### config.mk
export PLATFORM = sky130hd
export DESIGN_NAME = multicycle_ctrl_flat
export DESIGN_NICKNAME = d
export VERILOG_FILES = /design/src/rtl/multicycle_ctrl_pkg.sv /design/src/rtl/multicycle_ctrl_if.sv /design/src/rtl/multicycle_ctrl_alu_ctrl_dec.sv /design/src/rtl/multicycle_ctrl.sv /design/src/flat_wrapper.sv
export SDC_FILE = /design/constraint.sdc
export NUM_CORES = 1
export LEC_CHECK = 0
export CAP_MARGIN = 20
export CORE_MARGIN = 10
export CORE_UTILIZATION = 41
export CTS_CLUSTER_DIAMETER = 40
export DETAILED_ROUTE_END_ITERATION = 8
export PLACE_DENSITY = 0.79
export SETUP_SLACK_MARGIN = 0.1
export SLEW_MARGIN = 20
export SYNTH_ARGS = -nofsm -noshare
export SYNTH_HDL_FRONTEND = slang
export SYNTH_HIERARCHICAL = 1
export SYNTH_SLANG_ARGS = --single-unit
### constraint.sdc
create_clock -name clk -period 1.6 [get_ports clk]
set_input_delay 0.32 -clock clk [delete_from_list [all_inputs] [get_ports clk]]
set_output_delay 0.32 -clock clk [all_outputs]
set_load 0.01 [all_outputs]
### src/rtl/multicycle_ctrl_pkg.sv
`default_nettype none
// ============================================================================
//  Module   : mips_pkg
//  Brief    : Shared encodings for the multicycle MIPS control path.
//  Revision : 1.0
// ============================================================================
package mips_pkg;

   typedef enum logic [2:0] {
      ALU_AND = 3'b000,
      ALU_OR  = 3'b001,
      ALU_ADD = 3'b010,
      ALU_SUB = 3'b011,
      ALU_CMP = 3'b100,
      ALU_NOR = 3'b101
   } alu_ctrl_t;

   localparam logic [5:0] OP_RTYPE = 6'b000000;
   localparam logic [5:0] OP_LW    = 6'b100011;
   localparam logic [5:0] OP_SW    = 6'b101011;
   localparam logic [5:0] OP_BEQ   = 6'b000100;
   localparam logic [5:0] OP_ADDI  = 6'b001000;
   localparam logic [5:0] OP_J     = 6'b000010;

   localparam logic [5:0] FN_ADD = 6'b100000;
   localparam logic [5:0] FN_SUB = 6'b100010;
   localparam logic [5:0] FN_AND = 6'b100100;
   localparam logic [5:0] FN_OR  = 6'b100101;
   localparam logic [5:0] FN_NOR = 6'b100111;

   typedef enum logic [3:0] {
      S_FETCH     = 4'd0,
      S_DECODE    = 4'd1,
      S_EXEC_R    = 4'd2,
      S_R_WB      = 4'd3,
      S_MEM_ADDR  = 4'd4,
      S_MEM_READ  = 4'd5,
      S_MEM_WB    = 4'd6,
      S_MEM_WRITE = 4'd7,
      S_BRANCH    = 4'd8,
      S_EXEC_I    = 4'd9,
      S_I_WB      = 4'd10,
      S_JUMP      = 4'd11
   } state_t;

   localparam logic [1:0] SRC_B_REG    = 2'b00;
   localparam logic [1:0] SRC_B_FOUR   = 2'b01;
   localparam logic [1:0] SRC_B_IMM    = 2'b10;
   localparam logic [1:0] SRC_B_IMM_SH = 2'b11;

   localparam logic [1:0] PC_SRC_ALU    = 2'b00;
   localparam logic [1:0] PC_SRC_ALUOUT = 2'b01;
   localparam logic [1:0] PC_SRC_JUMP   = 2'b10;

endpackage
`default_nettype wire

### src/rtl/multicycle_ctrl_if.sv
`default_nettype none
// ============================================================================
//  Module   : multicycle_ctrl_if
//  Brief    : Control-unit to datapath/memory bundle.
//  Revision : 1.0
// ============================================================================
interface multicycle_ctrl_if;
   logic [5:0] opcode;
   logic [5:0] funct;
   logic       zero;
   logic       mem_ready;
   logic [2:0] alu_ctrl;
   logic       alu_src_a;
   logic [1:0] alu_src_b;
   logic       i_or_d;
   logic       mem_read;
   logic       mem_write;
   logic       ir_write;
   logic       pc_write;
   logic [1:0] pc_src;
   logic       reg_write;
   logic       reg_dst;
   logic       mem_to_reg;
   logic       illegal_op;

   modport master (
      input  opcode, funct, zero, mem_ready,
      output alu_ctrl, alu_src_a, alu_src_b, i_or_d, mem_read, mem_write,
             ir_write, pc_write, pc_src, reg_write, reg_dst, mem_to_reg,
             illegal_op
   );

   modport slave (
      output opcode, funct, zero, mem_ready,
      input  alu_ctrl, alu_src_a, alu_src_b, i_or_d, mem_read, mem_write,
             ir_write, pc_write, pc_src, reg_write, reg_dst, mem_to_reg,
             illegal_op
   );
endinterface
`default_nettype wire

### src/rtl/multicycle_ctrl_alu_ctrl_dec.sv
`default_nettype none
// ============================================================================
//  Module   : alu_ctrl_dec
//  Brief    : R-type funct to ALU operation decoder with validity flag.
//  Revision : 1.0
// ============================================================================
module alu_ctrl_dec
   import mips_pkg::*;
(
   input  logic [5:0] funct_i,
   output alu_ctrl_t  alu_ctrl_o,
   output logic       valid_o
);

   always_comb begin
      alu_ctrl_o = ALU_ADD;
      valid_o    = 1'b1;
      case (funct_i)
         FN_ADD:  alu_ctrl_o = ALU_ADD;
         FN_SUB:  alu_ctrl_o = ALU_SUB;
         FN_AND:  alu_ctrl_o = ALU_AND;
         FN_OR:   alu_ctrl_o = ALU_OR;
         FN_NOR:  alu_ctrl_o = ALU_NOR;
         default: valid_o    = 1'b0;
      endcase
   end

endmodule
`default_nettype wire

### src/rtl/multicycle_ctrl.sv
`default_nettype none
// ============================================================================
//  Module   : multicycle_ctrl
//  Brief    : Multicycle MIPS control FSM driving ALU, memory and PC strobes.
//  Revision : 1.0
// ============================================================================
module multicycle_ctrl
   import mips_pkg::*;
#(
   parameter bit MEM_WAIT_EN = 1'b1
) (
   input  logic               clk,
   input  logic               rst,
   multicycle_ctrl_if.master  bus
);

   state_t    state_q, state_d;
   logic      is_store_q, is_store_d;
   logic      w_rdy;
   alu_ctrl_t w_fn_ctrl;
   logic      w_fn_valid;

   alu_ctrl_t  w_alu_ctrl;
   logic       w_src_a;
   logic [1:0] w_src_b;
   logic       w_i_or_d;
   logic       w_mem_read;
   logic       w_mem_write;
   logic       w_ir_write;
   logic       w_pc_write;
   logic [1:0] w_pc_src;
   logic       w_reg_write;
   logic       w_reg_dst;
   logic       w_mem_to_reg;
   logic       w_illegal;

   assign w_rdy = bus.mem_ready | ~MEM_WAIT_EN;

   alu_ctrl_dec u_alu_ctrl_dec (
      .funct_i    (bus.funct),
      .alu_ctrl_o (w_fn_ctrl),
      .valid_o    (w_fn_valid)
   );

   always_ff @(posedge clk) begin
      if (rst) begin
         state_q    <= S_FETCH;
         is_store_q <= 1'b0;
      end else begin
         state_q    <= state_d;
         is_store_q <= is_store_d;
      end
   end

   always_comb begin
      state_d      = state_q;
      is_store_d   = is_store_q;
      w_alu_ctrl   = ALU_ADD;
      w_src_a      = 1'b0;
      w_src_b      = SRC_B_REG;
      w_i_or_d     = 1'b0;
      w_mem_read   = 1'b0;
      w_mem_write  = 1'b0;
      w_ir_write   = 1'b0;
      w_pc_write   = 1'b0;
      w_pc_src     = PC_SRC_ALU;
      w_reg_write  = 1'b0;
      w_reg_dst    = 1'b0;
      w_mem_to_reg = 1'b0;
      w_illegal    = 1'b0;

      case (state_q)
         S_FETCH: begin
            w_mem_read = 1'b1;
            w_src_b    = SRC_B_FOUR;
            w_ir_write = w_rdy;
            w_pc_write = w_rdy;
            if (w_rdy) state_d = S_DECODE;
         end
         S_DECODE: begin
            // Precompute the branch target into ALUOut while decoding
            w_src_b    = SRC_B_IMM_SH;
            is_store_d = (bus.opcode == OP_SW);
            case (bus.opcode)
               OP_RTYPE:     state_d = S_EXEC_R;
               OP_LW, OP_SW: state_d = S_MEM_ADDR;
               OP_BEQ:       state_d = S_BRANCH;
               OP_ADDI:      state_d = S_EXEC_I;
               OP_J:         state_d = S_JUMP;
               default: begin
                  state_d   = S_FETCH;
                  w_illegal = 1'b1;
               end
            endcase
         end
         S_EXEC_R: begin
            w_src_a    = 1'b1;
            w_alu_ctrl = w_fn_ctrl;
            if (w_fn_valid) begin
               state_d = S_R_WB;
            end else begin
               state_d   = S_FETCH;
               w_illegal = 1'b1;
            end
         end
         S_R_WB: begin
            w_reg_write = 1'b1;
            w_reg_dst   = 1'b1;
            state_d     = S_FETCH;
         end
         S_MEM_ADDR: begin
            w_src_a = 1'b1;
            w_src_b = SRC_B_IMM;
            state_d = is_store_q ? S_MEM_WRITE : S_MEM_READ;
         end
         S_MEM_READ: begin
            w_mem_read = 1'b1;
            w_i_or_d   = 1'b1;
            if (w_rdy) state_d = S_MEM_WB;
         end
         S_MEM_WB: begin
            w_reg_write  = 1'b1;
            w_mem_to_reg = 1'b1;
            state_d      = S_FETCH;
         end
         S_MEM_WRITE: begin
            w_mem_write = 1'b1;
            w_i_or_d    = 1'b1;
            if (w_rdy) state_d = S_FETCH;
         end
         S_BRANCH: begin
            w_alu_ctrl = ALU_CMP;
            w_src_a    = 1'b1;
            w_pc_src   = PC_SRC_ALUOUT;
            w_pc_write = bus.zero;
            state_d    = S_FETCH;
         end
         S_EXEC_I: begin
            w_src_a = 1'b1;
            w_src_b = SRC_B_IMM;
            state_d = S_I_WB;
         end
         S_I_WB: begin
            w_reg_write = 1'b1;
            state_d     = S_FETCH;
         end
         S_JUMP: begin
            w_pc_write = 1'b1;
            w_pc_src   = PC_SRC_JUMP;
            state_d    = S_FETCH;
         end
         default: state_d = S_FETCH;
      endcase

      // Reset masks every strobe immediately, aborting any pending access
      if (rst) begin
         state_d      = S_FETCH;
         is_store_d   = 1'b0;
         w_alu_ctrl   = ALU_ADD;
         w_src_a      = 1'b0;
         w_src_b      = SRC_B_REG;
         w_i_or_d     = 1'b0;
         w_mem_read   = 1'b0;
         w_mem_write  = 1'b0;
         w_ir_write   = 1'b0;
         w_pc_write   = 1'b0;
         w_pc_src     = PC_SRC_ALU;
         w_reg_write  = 1'b0;
         w_reg_dst    = 1'b0;
         w_mem_to_reg = 1'b0;
         w_illegal    = 1'b0;
      end
   end

   assign bus.alu_ctrl   = w_alu_ctrl;
   assign bus.alu_src_a  = w_src_a;
   assign bus.alu_src_b  = w_src_b;
   assign bus.i_or_d     = w_i_or_d;
   assign bus.mem_read   = w_mem_read;
   assign bus.mem_write  = w_mem_write;
   assign bus.ir_write   = w_ir_write;
   assign bus.pc_write   = w_pc_write;
   assign bus.pc_src     = w_pc_src;
   assign bus.reg_write  = w_reg_write;
   assign bus.reg_dst    = w_reg_dst;
   assign bus.mem_to_reg = w_mem_to_reg;
   assign bus.illegal_op = w_illegal;

endmodule
`default_nettype wire

### src/flat_wrapper.sv
// flat-port wrapper written by rule: the top's interface ports become plain ports
module multicycle_ctrl_flat import mips_pkg::*;
#(
   parameter bit MEM_WAIT_EN = 1'b1
)
  (clk, rst, bus_opcode, bus_funct, bus_zero, bus_mem_ready, bus_alu_ctrl, bus_alu_src_a, bus_alu_src_b, bus_i_or_d, bus_mem_read, bus_mem_write, bus_ir_write, bus_pc_write, bus_pc_src, bus_reg_write, bus_reg_dst, bus_mem_to_reg, bus_illegal_op);
  multicycle_ctrl_if bus_i ();
  input  logic clk;
  input  logic rst;
  input wire logic [$bits(bus_i.opcode)-1:0] bus_opcode;
  input wire logic [$bits(bus_i.funct)-1:0] bus_funct;
  input wire logic [$bits(bus_i.zero)-1:0] bus_zero;
  input wire logic [$bits(bus_i.mem_ready)-1:0] bus_mem_ready;
  output wire logic [$bits(bus_i.alu_ctrl)-1:0] bus_alu_ctrl;
  output wire logic [$bits(bus_i.alu_src_a)-1:0] bus_alu_src_a;
  output wire logic [$bits(bus_i.alu_src_b)-1:0] bus_alu_src_b;
  output wire logic [$bits(bus_i.i_or_d)-1:0] bus_i_or_d;
  output wire logic [$bits(bus_i.mem_read)-1:0] bus_mem_read;
  output wire logic [$bits(bus_i.mem_write)-1:0] bus_mem_write;
  output wire logic [$bits(bus_i.ir_write)-1:0] bus_ir_write;
  output wire logic [$bits(bus_i.pc_write)-1:0] bus_pc_write;
  output wire logic [$bits(bus_i.pc_src)-1:0] bus_pc_src;
  output wire logic [$bits(bus_i.reg_write)-1:0] bus_reg_write;
  output wire logic [$bits(bus_i.reg_dst)-1:0] bus_reg_dst;
  output wire logic [$bits(bus_i.mem_to_reg)-1:0] bus_mem_to_reg;
  output wire logic [$bits(bus_i.illegal_op)-1:0] bus_illegal_op;
  assign bus_i.opcode = bus_opcode;
  assign bus_i.funct = bus_funct;
  assign bus_i.zero = bus_zero;
  assign bus_i.mem_ready = bus_mem_ready;
  assign bus_alu_ctrl = bus_i.alu_ctrl;
  assign bus_alu_src_a = bus_i.alu_src_a;
  assign bus_alu_src_b = bus_i.alu_src_b;
  assign bus_i_or_d = bus_i.i_or_d;
  assign bus_mem_read = bus_i.mem_read;
  assign bus_mem_write = bus_i.mem_write;
  assign bus_ir_write = bus_i.ir_write;
  assign bus_pc_write = bus_i.pc_write;
  assign bus_pc_src = bus_i.pc_src;
  assign bus_reg_write = bus_i.reg_write;
  assign bus_reg_dst = bus_i.reg_dst;
  assign bus_mem_to_reg = bus_i.mem_to_reg;
  assign bus_illegal_op = bus_i.illegal_op;
  multicycle_ctrl #(.MEM_WAIT_EN(MEM_WAIT_EN)) u_core (.clk(clk), .rst(rst), .bus(bus_i));
endmodule
==> results of run 1 <==
[through the flow]
| step | hold slack, ps | std cells | utilization [%] |
|---|---|---|---|
| 4_1_cts | 522 | 208 | 88.2 |
| 3_5_place_dp | 544 | 190 | 77.9 |
| 3_3_place_gp | 492 | 190 | 77.9 |
| 2_1_floorplan | 434 | 105 | - |
[what timing repair did]
item / 4_1_cts
gates resized for setup: 137
setup buffers: 14
pin swaps: 19
endpoints found under the setup margin: 20
hold endpoints to repair: 0
[kinds of logic after synthesis]
| logic type | count (synthesis) |
|---|---|
| and+or+nand+nor | 52 |
| buffers and inverters | 14 |
| DFF | 5 |
| AOI/OAI and AO/OA | 27 |
| xor gates and xnor gates | 5 |
| muxes | 2 |
==> qor.yml, run 1 <==
synth.cell_area_um2: 737
cts.sinks: 5
dp_hpwl_mm: 2.54
post_synth_mux_area_share_pct: 2.89
synthTopCellsByArea: "dfxtp_1 14%, nor2_1 5.1%, nor3_1 4.8%, xor2_1 4.8%, o21ai_0 4.1%"
pin_count: 33
synth_seq_cells: 5
syn_inst: 105
run_status: "stopped before the end"
gpl.final_weighted_congestion: 0.990
synthAdderAreaFrac_pct: 0
clock_tree.buffer_depth: 2
worst-ep-kind: "primary output"
netlist.area_leader.share_pct: 13.6
htree_levels: 1
die_height_um: 62.4
initial_core_util_pct: 43.2
synth-edff-count: 0
share_of_the_yosys_chip_area_belonging_to_registers_pct: 13.6
synth_cell_types: 45
cts_hold_buf: 0
synth-async-reset-ratio_pct: 0
cts-buffers-inserted: 3
clockRootBuffer: "clkbuf_4"
flow.first_error: "[ERROR DPL-0038] Utilization greater than 100%, impossible to legalize"
port_buffers: 32
post_synth_xor_area_fraction_pct: 5.94
yosys_warning_count: 6
synth_top_cell_by_area: "dfxtp_1"
haltStage: "global routing (5_1_grt)"
placement.cell_area_um2: 1330
maximum_number_of_pins_on_one_net_before_global_route_repair: 10
yosys-top-cells-count: "10 x nor2_1, 7 x nor3_1, 6 x o21ai_0, 5 x dfxtp_1, 5 x nand2_1"
grt-worst-endpoint: "bus_illegal_op"
dieWidth_um: 62.4
synth.net_count: 121
synthFlopType: "dfxtp_1"
yosys.area_share.simple_pct: 44.0
synth_compound_area_share_pct: 24.8
yosysMostFrequentCell: "nor2_1"
number_of_placement_rows: 15
syn-mean-instance-area_um2: 7.02
detailedPlace.worstSlack_ps: -795
largest_family_of_logic_cells_by_synthesized_area: "simple AND/OR/NAND/NOR gates"
==> inputs of run 2 (changes only) <==
Settings changed: CORE_AREA from default to 10 10 71 73, CORE_MARGIN 10 to default, CORE_UTILIZATION 41 to default, CTS_CLUSTER_DIAMETER 40 to default, DIE_AREA from default to 0 0 81 83, PLACE_DENSITY 0.79 to default, PLACE_DENSITY_LB_ADDON from default to 0.15, SETUP_SLACK_MARGIN 0.1 to default.
==> run 2 against run 1 <==
Against the previous run: the flow now finishes, with violations (negative setup slack); synthesized area did not move; synthesized cell count did not move.
==> qor.yml, run 2 <==
run_status: "finished with violations"  # was stopped before the end
failing_checks: "negative setup slack"
worst_path_max_delay_cell: "dfxtp_4"
gr-usage-all-layers_pct: 8.75
critical_path.startpoint_type: "flip-flop"
vdd_ir_drop_max_v: 0.000211
dieWidth_um: 81  # was 62.4 um
finClkSkew_ps: 1.27
largest_register: "u_core/state_q"
arrival_time_of_the_worst_setup_path_ps: 1380
cts-buffers-inserted: 3  # unchanged
synth.net_count: 121  # unchanged
detailedPlace.worstSlack_ps: -739  # was -795 ps
maximum_number_of_pins_on_one_net_before_global_route_repair: 10
post_synth_xor_area_fraction_pct: 5.94  # unchanged
worst_path_dominant_cell_family: "simple AND/OR/NAND/NOR gates"
synth_compound_area_share_pct: 24.8  # unchanged
remaining_number_of_nets_flagged_by_the_antenna_check_after_routing: 0
fin_ws_ps: -97.6
largest_register_ffs: 4
grt_overflow: 0
synth-edff-count: 0  # unchanged
largest_family_of_logic_cells_by_synthesized_area: "simple AND/OR/NAND/NOR gates"  # unchanged
final_common_cell: "buf_4"
yosys_warning_count: 6  # unchanged
critPathRequiredTime_ps: 1280
number_of_antenna_violations_at_the_first_check_in_global_routing: 0
timing.fmax_mhz: 589
yosysMostFrequentCell: "nor2_1"  # unchanged
drive_above_1_share_pct: 56.5
antenna_cells: 0
synth_cell_types: 45  # unchanged
initial_core_util_pct: 20.3  # was 43.2%
die_height_um: 83  # was 62.4 um
reg_top3: "u_core/state_q: 4 flops, u_core/is_store_q: 1 flops"
clk_transition_reported_paths_ps: 40
crit-reg2reg-launch: "u_core/state_q[1]$_SDFFE_PP0P_"
clockRootBuffer: "clkbuf_8"  # was clkbuf_4
cp_num_buf_inv: 2
holdCritPathClass: "reg2reg"
grt_first_pass_wirelength_mm: 4.86
slew_violations: 0
route.vias.total: 1025
maxCapViolations: 0
clock_tree.buffer_depth: 2  # unchanged
final.period_utilization_pct: 106
post_synth_mux_area_share_pct: 2.89  # unchanged
share_of_the_yosys_chip_area_belonging_to_registers_pct: 13.6  # unchanged
largest_stage_delay_worst_path_ps: 360
port_buffers: 32  # unchanged
number_of_placement_rows: 22  # was 15
final_hold_viol_count: 0
drt_drc_violations_left: 0
worst-path-max-fanout: 6
layout_common_cells: "39 x buf_4, 16 x buf_2, 8 x nor2_1, 6 x buf_6"
insertion_delay_ps: 220
cts.sinks: 5  # unchanged
timing.critical_path.cells: "buf_12 -> nor4b_4 -> nand4b_1 -> o21ai_1 -> buf_2"
post_layout_nonfiller_instances: 225
area_growth_pct: 107
synthFlopType: "dfxtp_1"  # unchanged
detail_route.wirelength_mm: 3.02
max_slew.worst_pin.slew_ps: 254
setup_repair_after_global_routing_missed_its_margin: "true"
htree_levels: 1  # unchanged
fin_crit_ps: 1700
vias_in_the_first_global_route: 1026
synth_top_cell_by_area: "dfxtp_1"  # unchanged
coreArea_um2: 3630
netlist.area_leader.share_pct: 13.6  # unchanged
p_per_area_nw_per_um2: 389
endpoint_kind: "output pin"
synth.cell_area_um2: 737  # unchanged
pin_count: 33  # unchanged
drt_first_iter_violations: 24
synth-async-reset-ratio_pct: 0  # unchanged
drt_first_pass_iters: 4
synth_seq_cells: 5  # unchanged
synthAdderAreaFrac_pct: 0  # unchanged
tritoncts: "yes"
syn-mean-instance-area_um2: 7.02  # unchanged
yosys-top-cells-count: "10 x nor2_1, 7 x nor3_1, 6 x o21ai_0, 5 x dfxtp_1, 5 x nand2_1"  # unchanged
place.detailed.instances: 217  # was 190
dp_hpwl_mm: 2.38  # was 2.54 mm
die_area_um2: 6720
syn_inst: 105  # unchanged
leakage_uw: 0.000694
routed_vias_inst: 4.56
yosys.area_share.simple_pct: 44.0  # unchanged
design.final.nets: 194
timing.max_slew.rel_slack_pct: 83.0
total_of_endpoints_with_negative_setup_slack_in_the_final_report: 5
crit_type: "reg2out"
hold_start: "u_core/is_store_q$_SDFFE_PP0P_"
critical_path.startpoint: "u_core/state_q[1]$_SDFFE_PP0P_"
gpl.final_weighted_congestion: 0.794  # was 0.990
synthTopCellsByArea: "dfxtp_1 14%, nor2_1 5.1%, nor3_1 4.8%, xor2_1 4.8%, o21ai_0 4.1%"  # unchanged
routedWlPerCell_um: 13.4
[run 2: cell counts after synthesis]
Identical to the previous run, type by type.
[run 2: final timing paths]
check / end / slack (ps) / cells past startpoint
worst max-delay path: bus_illegal_op / -100 / 5
worst min-delay path: u_core/is_store_q$_SDFFE_PP0P_ / 480 / 2
worst max register to register: u_core/state_q[1]$_SDFFE_PP0P_ / 50 / 6
worst min register to register: u_core/is_store_q$_SDFFE_PP0P_ / 480 / 2
[run 2: power breakdown]
group | switching [uW] | internal (uW)
clock network | 64.7 | 171
logic | 99.1 | 127
registers | 6.24 | 126
total | 170 | 423
[run 2: layout make-up]
type                       instances  area (um^2)
fill                             401         2110
multi-input combinational         86          678
timing repair buffer              77          604
sequential                         5          113
tap                               48         60.1
clock buffer                       4         45.0
inverter                           5         23.8
[run 2: worst register-to-register path, cell delays in order, from the launching register on]
cell,delay [ps]
dfxtp_4,360
buf_12,140
nor4b_4,300
buf_4,170
nand3_2,80
o221a_1,280
a211oi_2,140
[run 2: stage by stage]
stage	TNS [ps]	total power, uW	cell area [um^2]	hold slack, ps	util, %
after floorplan	0	223	737	434	-
after detailed placement	-10430	353	1390	478	38.3
after global placement	-10410	350	1390	487	38.3
after global routing	-1080	634	1520	545	41.9
after CTS	-401	587	1450	486	39.8
final	-265	594	1520	484	41.9
[run 2: per-layer routing]
metal,share of wire (%),global-route usage [%],routed length (um),vias to the layer above
met3,6.4,2.80,193,2
met1,42,9.99,1280,470
met2,50,14.8,1520,28
li1,-,-,-,525
met5,0,0,0,-
met4,0.73,2.66,22,0
[run 2: cells by family (layout without fill, tap and decap cells)]
family | count (synthesis) | count (layout)
flip-flops | 5 | 5
buffers and inverters | 14 | 86
AND/OR/NAND/NOR | 52 | 52
AO/OA/AOI/OAI | 27 | 27
multiplexers | 2 | 2
XOR/XNOR | 5 | 5
[run 2: what timing repair did]
action	CTS	global route
setup endpoints to repair	19	17
pin swaps	10	7
buffers inserted	2	2
hold buffers	0	0
gates cloned	0	0
resized for setup	114	18
Note: power is estimated with default switching activity, not from simulation.
==> RTL change 1: new RTL, flow settings as in run 2 <==
Make the reset (`rst`) asynchronous in one clocked block.
--- a/src/rtl/multicycle_ctrl.sv
+++ b/src/rtl/multicycle_ctrl.sv
@@ -42,7 +42,7 @@
       .valid_o    (w_fn_valid)
    );
 
-   always_ff @(posedge clk) begin
+   always_ff @(posedge clk or posedge rst) begin
       if (rst) begin
          state_q    <= S_FETCH;
          is_store_q <= 1'b0;
Behaviour: same outputs for any inputs over 10 cycles, from zero or initial values and one cycle with rst high; that may be too few to reach the edited logic, so the function may still have changed.
==> RTL change 1 against run 2 <==
  * The flow still finishes with violations (negative setup slack)
  * Power increased by 4.7%
  * Sequential cell count unchanged
  * Wire length increased by 6.1%
  * Synthesized area decreased by 4.9%
  * Synthesized cell count decreased by 3.8%
  * Worst setup slack got worse by 73 ps
  * Sequential power increased by 5%
  * Critical endpoint is now bus_alu_ctrl[2]
  * Global-route usage increased by 0.14 points
  * Sequential share of layout area increased by 0.33 points
  * Final area increased by 11%
==> RTL change 1: results (changes against run 2) <==
failed_checks: "negative setup slack"
drt_iter0_drc: 15  # -38%
worstSkewPairLatency_ps: 220  # about the same
nNetsFinal: 210  # +8.2%
leakagePower_nw: 0.768  # +11%
async_flop_share: 1.00  # +1.00
gp_congestion: 0.839  # +5.7%
place_ws_ps: -879  # -139 ps
peakVddDrop_mv: 0.266  # +26%
dr.pass1.iters: 4  # unchanged
synth.distinct_cells: 42  # -6.7%
antenna_found_initial: 0  # unchanged
grt_pass1_vias: 1163  # +13%
ys_warn_count: 6  # unchanged
grt_max_degree: 9  # -1
numCtsBuffers: 3  # unchanged
num_antenna_cells: 0  # unchanged
gr-usage-met3: 0.0216  # -0.00647
slowest_stage: "dfrtp_2"
place_area_sq_um: 1310  # -5.6%
worstPathArrival_ps: 1450  # +70 ps
ys_seq_area_frac: 0.179  # +0.0427
syn-num-nets: 117  # -3.3%
cp_max_fo: 6  # unchanged
drive_gt1_frac: 0.668  # +0.103
cts.path.max_buffers: 2  # unchanged
netlist_top_cells_count: "nor2_1 (16), nand2_1 (10), inv_1 (6)"
vias: 1078  # +5.2%
clkTransAtPathRegs_ps: 30
synth_area_leaders: "dfrtp_1 (18%), nor2_1 (8.6%), nand2_1 (5.4%), a2bb2oi_1 (3.8%), xor2_1 (3.8%)"
max_stage_delay_ps: 460  # +100 ps
io_buffers: 32  # unchanged
holdCritPathClass: "input port to asynchronous set/reset pin"
fin_ws_ps: -171  # -73.2 ps
fin_cells: 241  # +7.1%
synth_ff_type: "dfrtp_1"
wl_per_cell_um: 13.3  # -0.95%
fin_skew_ps: 1.00  # -0.272 ps
cts_root_buf: "clkbuf_8"
setup_viol: 11  # +6
status: "finished with violations"
met2_usage: 0.170  # +0.0216
p_sw_frac: 0.282  # -0.00448
reg_top3: "u_core/state_q x4, u_core/is_store_q x1"
hpwlAfterDp_um: 2320  # -2.7%
slew_headroom: 0.785  # -0.0453
grt_use_met1: 0.0893  # -0.0107
cp_top_family: "flip-flops"
grt_usage: 0.0890  # +0.00141
htreeDepth: 1  # unchanged
grt_pass1_wl_um: 5060  # +4.1%
synth.avg_cell_area_sq_um: 6.94  # -1.2%
[RTL change 1: cell types whose count changed after synthesis, sizes merged, moves of 5 or more]
cell   before  now
dfxtp       5    0
o21ai       9    4
dfrtp       0    5
nor2       11   16
nand2       5   11
[RTL change 1: power groups by stage]
stage / Clock (W) / Sequential [W] / Combinational, W
floorplan: 0 / 0.000134 / 0.0000841
global placement: 0 / 0.000137 / 0.000206
detailed placement: 0 / 0.000137 / 0.000209
CTS: 0.000232 / 0.000138 / 0.000238
global route: 0.000245 / 0.000138 / 0.000281
finish: 0.000225 / 0.000138 / 0.000259
[RTL change 1: through the flow]
stage / util / hold slack (ps) / setup TNS (ps)
floorplan: - / 123 / 0
global placement: 0.362 / 545 / -9270
detailed placement: 0.362 / 566 / -9520
CTS: 0.430 / 341 / -923
global route: 0.464 / 432 / -1920
finish: 0.464 / 396 / -1150
[RTL change 1: tightest hold or removal path, cell delays in order]
cell           delay (ps)
dlygate4sd2_1         250
inv_1                 180
buf_4                 190
[RTL change 1: layout make-up]
class	instances	area, sq um
multi-input cells	84	718
clock buffers	4	45.0
flip-flops and latches	5	130
well taps	48	60.1
inverters	7	33.8
repair buffers	93	699
fillers	389	1950
[RTL change 1: metal layers]
metal  vias to the layer above  share of wire
li1                        552              -
met1                       507           0.40
met2                        19           0.54
met3                         0          0.053
met4                         0              0
met5                         -              0
[RTL change 1: logic make-up (layout without fill, tap and decap cells)]
logic type / Yosys count / after routing / synth area share
xor+xnor: 4 / 4 / 0.0500
simple gates: 55 / 55 / 0.421
compound gates: 24 / 24 / 0.255
mux: 1 / 1 / 0.0143
flops: 5 / 5 / 0.179
buf+inv: 12 / 104 / 0.0803
[RTL change 1: timing repair]
action | 4_1_cts | 5_1_grt
resized for setup | 142 | 35
buffers inserted | 17 | 10
pin swaps | 19 | 13
setup endpoints to repair | 19 | 18
[RTL change 1: worst paths after layout]
| kind | startpoint | depth (start not counted) | end | slack (ps) |
|---|---|---|---|---|
| worst max-delay path | u_core/state_q[0] | 5 | bus_alu_ctrl[2] | -170 |
| worst min register to register | u_core/is_store_q | 2 | u_core/is_store_q | 560 |
| worst min-delay path | rst | 3 | u_core/state_q[0] | 400 |
| min in group clk | u_core/is_store_q | 2 | u_core/is_store_q | 560 |
| max in group asynchronous | rst | 3 | u_core/state_q[2] | 1080 |
| worst max register to register | u_core/state_q[1] | 6 | u_core/state_q[1] | 80 |
==> RTL change 2: new RTL, config.mk and constraints of run 2 <==
Made on the original files. `MEM_WAIT_EN` is set to 1'b1 in 2 places; all go to 1'b0.
--- a/src/rtl/multicycle_ctrl.sv
+++ b/src/rtl/multicycle_ctrl.sv
@@ -7,7 +7,7 @@
 module multicycle_ctrl
    import mips_pkg::*;
 #(
-   parameter bit MEM_WAIT_EN = 1'b1
+   parameter bit MEM_WAIT_EN = 1'b0
 ) (
    input  logic               clk,
    input  logic               rst,
--- a/src/flat_wrapper.sv
+++ b/src/flat_wrapper.sv
@@ -1,7 +1,7 @@
 // flat-port wrapper written by rule: the top's interface ports become plain ports
 module multicycle_ctrl_flat import mips_pkg::*;
 #(
-   parameter bit MEM_WAIT_EN = 1'b1
+   parameter bit MEM_WAIT_EN = 1'b0
 )
   (clk, rst, bus_opcode, bus_funct, bus_zero, bus_mem_ready, bus_alu_ctrl, bus_alu_src_a, bus_alu_src_b, bus_i_or_d, bus_mem_read, bus_mem_write, bus_ir_write, bus_pc_write, bus_pc_src, bus_reg_write, bus_reg_dst, bus_mem_to_reg, bus_illegal_op);
   multicycle_ctrl_if bus_i ();
Function: changed (Yosys sat finds a counterexample within 4 cycles, from zero or initial values and one cycle with rst high).
==> RTL change 2 against run 2 <==
  * The flow still finishes with violations (negative setup slack)
  * Worst setup slack got worse by 28 ps
  * Sequential cell count stayed put
  * Combinational power rose by 7%
  * Final area fell by 7.6%
  * Clock skew increased by 1.5 ps
  * Register-to-register slack improved by 110 ps
  * Wire length fell by 6.3%
  * Synthesized area decreased by 1.0%
  * Power up 2.0%
==> RTL change 2: results (changes against run 2) <==
slowest_stage: "or3_4"
gr-usage-met3: 0.0291  # +0.00108
wl_per_cell_um: 13.5  # +0.84%
power_frac_clock: 0.383  # -0.015
clk_share: 0.0320  # +0.00244
hpwlAfterDp_um: 2090  # -12%
io_buffers: 31  # -3.1%
grt_use_met1: 0.0983  # -0.00166
wl_met1_um: 1250  # -2.8%
cp_max_fo: 2  # -4
buffer_area_frac: 0.373  # -0.0232
leakagePower_nw: 0.629  # -9.4%
fin_ws_ps: -126  # -28.1 ps
power-top-group: "combinational cells"
pg_comb_w: 0.000242  # +7%
gp_congestion: 0.770  # -3.1%
grt_pass1_wl_um: 4520  # -7.1%
failed_checks: "negative setup slack"
status: "finished with violations"
worstSkewPairLatency_ps: 220  # about the same
finalSetupTns_ps: -259  # +6.11 ps
slew_headroom: 0.831  # +0.00101
n_fill_cell: 410  # +2.2%
numPlacedInstances: 192  # -12%
met2_usage: 0.130  # -0.0187
worstPathArrival_ps: 1410  # +30 ps
cts_setup_buffers: 8  # +6
wl_met2_um: 1380  # -9.2%
cts_resized: 128  # +12%
grt_usage: 0.0806  # -0.00696
fin_skew_ps: 2.73  # +1.46 ps
wl_met3_um: 178  # -7.8%
nMultiInputCombCells: 81  # -5.8%
synth.distinct_cells: 43  # -4.4%
internal-power_w: 0.000433  # +2.3%
inverters_excl_clock: 3  # -2
drt_iter0_drc: 41  # +71%
num-nonclk-buffers: 68  # -12%
peakVddDrop_mv: 0.440  # +110%
grt_pass1_vias: 938  # -8.6%
grt_max_degree: 12  # +2
setup_viol: 5  # unchanged
nNetsFinal: 178  # -8.2%
synthMuxAreaShare: 0.0137  # -0.0151
syn-num-nets: 114  # -5.8%
via_per_inst: 4.54  # -0.33%
synth_area_leaders: "dfxtp_1 (14%), nor3_1 (7.5%), clkbuf_8 (5.7%), nor2_1 (5.7%), o21ai_0 (4.8%)"
RTL change 2: cell types whose count changed in the layout (fill, tap and decap cells not counted), moves of 4 or more:
cell                    run 2  this run
clkdlybuf4s50_1             5         1
buf_6                       6        11
buf_2                      16        21
buf_4                      39        26
RTL change 2: per-stage QoR:
step / total power [W] / cell area (sq um) / worst slack, ps / hold slack (ps)
6_report: 0.000605 / 1410 / -126 / 459
5_1_grt: 0.000643 / 1410 / -204 / 485
4_1_cts: 0.000587 / 1300 / -142 / 466
3_5_place_dp: 0.000331 / 1200 / -822 / 460
3_3_place_gp: 0.000328 / 1200 / -788 / 452
2_1_floorplan: 0.000224 / 729 / 105 / 426
RTL change 2: worst paths after layout:
kind,slack [ps],endpoint,from,cells after the start
worst max register to register,160,u_core/state_q[1],u_core/state_q[2],7
worst min register to register,460,u_core/is_store_q,u_core/is_store_q,2
worst min-delay path,460,u_core/is_store_q,u_core/is_store_q,2
worst max-delay path,-130,bus_illegal_op,u_core/state_q[1],5
